[src/rtl/ysyx_25030085_lsu.sv]
// ysyx_25030085_lsu: single-outstanding load/store unit with alignment checks, byte strobes and wait timeout
module ysyx_25030085_lsu #(
  parameter int XLEN    = 32,
  parameter int ADDR_W  = 32,
  parameter int TIMEOUT = 255
) (
  input  logic              clk,
  input  logic              rst_n,
  input  logic              req_valid,
  output logic              req_ready,
  input  logic              req_write,
  input  logic [2:0]        req_op,
  input  logic [ADDR_W-1:0] req_addr,
  input  logic [XLEN-1:0]   req_wdata,
  output logic              rsp_valid,
  input  logic              rsp_ready,
  output logic [XLEN-1:0]   rsp_rdata,
  output logic [1:0]        rsp_err,
  output logic              mem_req_valid,
  input  logic              mem_req_ready,
  output logic              mem_req_write,
  output logic [ADDR_W-1:0] mem_req_addr,
  output logic [XLEN-1:0]   mem_req_wdata,
  output logic [XLEN/8-1:0] mem_req_wstrb,
  input  logic              mem_rsp_valid,
  input  logic              mem_rsp_err,
  input  logic [XLEN-1:0]   mem_rsp_rdata
);
  localparam int NB = XLEN / 8;
  localparam int OW = $clog2(NB);
  localparam int CW = TIMEOUT > 0 ? $clog2(TIMEOUT + 1) : 1;

  typedef enum logic [1:0] {IDLE, MREQ, WAIT, RESP} state_t;

  state_t          state;
  logic            wr;
  logic [2:0]      op;
  logic [OW-1:0]   off;
  logic [CW-1:0]   cnt;
  logic [OW-1:0]   off_in;
  logic            bad_in;
  logic [XLEN-1:0] sh;
  logic [XLEN-1:0] mask;
  logic [XLEN-1:0] ld;

  assign req_ready = state == IDLE;

  // Request decode: misalignment/illegal-op detection and load data extraction
  always_comb begin
    off_in = req_addr[OW-1:0];
    bad_in = req_op == 3'b111 || (XLEN == 32 && (req_op == 3'b011 || req_op == 3'b110)) ||
             (req_write && req_op[2]) || |(off_in & OW'((32'd1 << req_op[1:0]) - 32'd1));
    sh     = mem_rsp_rdata >> {off, 3'b000};
    mask   = ~({XLEN{1'b1}} << (32'd8 << op[1:0]));
    ld     = (sh & mask) | ((!op[2] && |(sh & mask & ~(mask >> 1))) ? ~mask : '0);
  end

  // Transaction FSM with registered memory-side and response-side outputs
  always_ff @(posedge clk or negedge rst_n) begin
    if (!rst_n) begin
      state         <= IDLE;
      wr            <= 1'b0;
      op            <= '0;
      off           <= '0;
      cnt           <= '0;
      rsp_valid     <= 1'b0;
      rsp_rdata     <= '0;
      rsp_err       <= '0;
      mem_req_valid <= 1'b0;
      mem_req_write <= 1'b0;
      mem_req_addr  <= '0;
      mem_req_wdata <= '0;
      mem_req_wstrb <= '0;
    end else begin
      case (state)
        IDLE: if (req_valid) begin
          wr            <= req_write;
          op            <= req_op;
          off           <= off_in;
          mem_req_write <= req_write;
          mem_req_addr  <= {req_addr[ADDR_W-1:OW], OW'(0)};
          mem_req_wdata <= req_wdata << {off_in, 3'b000};
          mem_req_wstrb <= req_write ? NB'((32'd1 << (32'd1 << req_op[1:0])) - 32'd1) << off_in : '0;
          rsp_rdata     <= '0;
          rsp_err       <= bad_in ? 2'd1 : 2'd0;
          rsp_valid     <= bad_in;
          mem_req_valid <= !bad_in;
          state         <= bad_in ? RESP : MREQ;
        end
        MREQ: if (mem_req_ready) begin
          mem_req_valid <= 1'b0;
          cnt           <= '0;
          state         <= WAIT;
        end
        WAIT: if (mem_rsp_valid) begin
          rsp_valid <= 1'b1;
          rsp_err   <= mem_rsp_err ? 2'd2 : 2'd0;
          rsp_rdata <= (mem_rsp_err || wr) ? '0 : ld;
          state     <= RESP;
        end else if (TIMEOUT != 0 && cnt == CW'(TIMEOUT - 1)) begin
          rsp_valid <= 1'b1;
          rsp_err   <= 2'd3;
          rsp_rdata <= '0;
          state     <= RESP;
        end else begin
          cnt <= cnt + 1'b1;
        end
        RESP: if (rsp_ready) begin
          rsp_valid <= 1'b0;
          state     <= IDLE;
        end
        default: state <= IDLE;
      endcase
    end
  end
endmodule

[config.mk]
export PLATFORM = sky130hd
export DESIGN_NAME = ysyx_25030085_lsu
export DESIGN_NICKNAME = d
export VERILOG_FILES = /design/src/rtl/ysyx_25030085_lsu.sv
export SDC_FILE = /design/constraint.sdc
export NUM_CORES = 1
export LEC_CHECK = 0
export BUFFER_PORTS_ARGS = -buffer_cell sky130_fd_sc_hd__buf_2
export CORE_MARGIN = 4
export CORE_UTILIZATION = 50
export CTS_CLUSTER_SIZE = 28
export DETAILED_ROUTE_END_ITERATION = 8
export GPL_ROUTABILITY_DRIVEN = 0
export HOLD_SLACK_MARGIN = 0.05
export PLACE_DENSITY_LB_ADDON = 0.12
export SLEW_MARGIN = 10
export SYNTH_ARGS = -nofsm -noshare
export SYNTH_HDL_FRONTEND = slang
export SYNTH_SLANG_ARGS = --single-unit
[constraint.sdc]
create_clock -name clk -period 2.26 [get_ports clk]
set_input_delay 0.452 -clock clk [delete_from_list [all_inputs] [get_ports clk]]
set_output_delay 0.452 -clock clk [all_outputs]
set_load 0.02 [all_outputs]
==> results.py <==
metrics = {
    "run_status": {
        "status": "completed",
    },
    "global_routing": {
        "antenna_found_initial": 1,
        "grt_pass1_vias": 4975,
        "grt_max_degree": 39,
        "grt_first_pass_wirelength_um": 24500,
        "grt-ovfl-total": 0,
        "grt_util_all_layers_pct": 23.8,
    },
    "hold_path": {
        "min_path_type": "input port to flop",
    },
    "routing": {
        "wirelength_um": 15500,
        "final_antenna_net_count": 0,
        "vias_per_cell": 5.56,
        "drc_errors": 0,
        "wl_per_cell_um": 17.6,
        "firstDrtPassIters": 5,
        "drt-initial-drc-count": 340,
        "vias": 4888,
    },
    "floorplan": {
        "rows": 38,
        "design.portCount": 213,
        "die_w_um": 115,
        "die-area_mm2": 0.0132,
        "die_h_um": 115,
        "core_area_mm2": 0.0110,
        "initial_utilization_pct": 51.8,
    },
    "setup_path": {
        "arrival_ns": 2.41,
        "start_kind": "flop",
        "path_class": "flop to flop",
        "worst_ep_required_time_ns": 2.61,
        "crit_path_end_kind": "flop",
        "crit_path_max_fanout": 15,
    },
    "clock_tree": {
        "cts.clk_slew.worst_paths_ns": 0.06,
        "clock-root-buffer": "clkbuf_16",
        "cts_resized": 0,
        "clock-sinks": 118,
        "clk_latency_ns": 0.42,
        "cts_hold_buffers": 1,
        "postCtsSetupBuffers": 0,
        "cts_buffers": 17,
        "ctsHtreeMaxLevel": 4,
        "clock_path_buffers": 2,
        "cts_tree": "yes",
    },
    "sta": {
        "fin_ws_ns": 0.207,
        "rsz0062_at_grt": "false",
        "finClkSkew_ns": 0.00514,
        "slew_viol_final": 0,
        "maxClockFrequency_mhz": 487,
        "hold_viol_final": 0,
        "slew_headroom_pct": 54.6,
        "tightest_slew_ns": 0.679,
        "post-route-period-util_pct": 90.9,
        "setup_viol": 0,
        "finalCriticalPeriod_ns": 2.05,
        "setup_tns_ns": 0,
    },
    "synth": {
        "synth.most_common_cell": "dfrtp_1",
        "synth_seq_cells": 118,
        "synth_area_leaders": "dfrtp_1, mux2_2, mux2i_1",
        "synth.top_cell.area_share_pct": 51.7,
        "netlist_instances": 514,
        "async_reset_ff_share_pct": 100,
        "ys.flop_type": "dfrtp_1",
        "synth_top_area_cell": "dfrtp_1",
        "ys_top_cells_by_count": "dfrtp_1, mux2_2, nand2_1",
        "synth-edff-count": 0,
        "ys_warn_count": 0,
        "synth.distinct_cells": 43,
        "syn_avg_cell_area_um2": 11.1,
        "yosysSeqAreaShare_pct": 51.7,
        "synth.cell_area_mm2": 0.00571,
    },
    "power": {
        "power.leakage_nw": 3.89,
        "vdd_drop_max_uv": 844,
        "p_per_area_mw_per_mm2": 1430,
    },
    "placement": {
        "numPortBuffers": 210,
        "place_hpwl_um": 11800,
        "pre_cts_ws_ns": 0.218,
    },
    "cells_and_area": {
        "fin_nets": 839,
        "drive_gt1_share_pct": 42.1,
        "antenna_cells": 0,
        "syn_to_final_growth_pct": 32.4,
    },
    "job": {
        "cap_violations": 0,
    },
}
## flip-flops by register name, indices dropped and copies added, names as in the netlist
signal	cells
cnt	8
mem_req_addr	30
mem_req_valid	1
mem_req_wdata	32
mem_req_wstrb	4
off	2
op	3
rsp_err	2
rsp_rdata	32
rsp_valid	1
state	2
wr	1
## metrics by stage
| stage | power (mW) | hold slack [ns] | utilization [%] | instance area, um^2 | instances |
|---|---|---|---|---|---|
| CTS | 10.9 | 0.248 | 68.5 | 7560 | 879 |
| detailed placement | 8.22 | 0.458 | 63.2 | 6970 | 846 |
| finish | 10.8 | 0.263 | 68.5 | 7560 | 879 |
| global placement | 8.07 | 0.450 | 63.2 | 6970 | 846 |
| floorplan | 6.55 | 0.156 | - | 5710 | 515 |
| global route | 11.4 | 0.249 | 68.5 | 7560 | 879 |
## cells in the final DEF, fill, tap and decap left out, types with 5 or more instances in the layout
master,instances
a21oi_1,33
a211oi_1,11
buf_4,14
a22o_1,12
inv_1,9
nand2_1,41
ha_1,6
clkinvlp_4,8
xnor2_1,6
nor2_1,33
buf_2,209
nand3_1,6
buf_12,5
nand2b_1,6
and2b_1,5
a221o_1,7
nor2b_1,16
mux2_2,45
a211o_1,15
o21ai_0,35
clkbuf_16,17
dfrtp_1,118
mux2i_1,32
a32o_1,15
## routing by layer
metal | up-vias | GRT usage (%) | part of all wire [%]
met3 | 35 | 8.68 | 8.9
met1 | 2359 | 26.7 | 37
met4 | 2 | 8.76 | 2.0
met5 | - | 0 | 0.065
met2 | 200 | 41.6 | 52
li1 | 2292 | - | -
## power by group
part	switching [mW]	total, mW	internal [mW]
sequential	0.547	3.52	2.98
combinational	2.77	4.64	1.87
clock	1.00	2.62	1.62
## area by class of cell
| type | count | area (um^2) |
|---|---|---|
| fill | 893 | 3470 |
| sequential | 118 | 2950 |
| multi-input combinational | 351 | 2550 |
| timing repair buffer | 229 | 1260 |
| clock buffer | 17 | 425 |
| tap | 140 | 175 |
| clock inverter | 15 | 156 |
| inverter | 9 | 33.8 |
## logic make-up after synthesis
kind of cell	Yosys count	synth area share [%]
compound gates	139	17.1
xor+xnor	6	0.920
fa+ha+maj	6	1.31
buf+inv	46	3.77
flops	118	51.7
mux	78	14.9
other cells	1	0.0657
simple gates	120	10.3
## worst paths after layout
kind	cells past startpoint	to	startpoint	slack [ns]
min in group asynchronous	2	rsp_rdata[5]	rst_n	0.55
min	2	mem_req_addr[18]	req_addr[18]	0.26
max reg2reg	7	rsp_rdata[30]	state[0]	0.21
max	7	rsp_rdata[30]	state[0]	0.21
max in group asynchronous	3	mem_req_wdata[8]	rst_n	1.06
min reg2reg	2	mem_req_wstrb[1]	mem_req_wstrb[1]	0.48
## worst max-delay path, cell delays in order (launching register included)
cell and delay [ns]:
dfrtp_1 0.41, inv_1 0.11, ha_1 0.25, nand4bb_1 0.19
a2111oi_1 0.39, a21oi_1 0.14, nor2_4 0.30, a221o_1 0.18
Note: power is estimated with default switching activity, not from simulation.
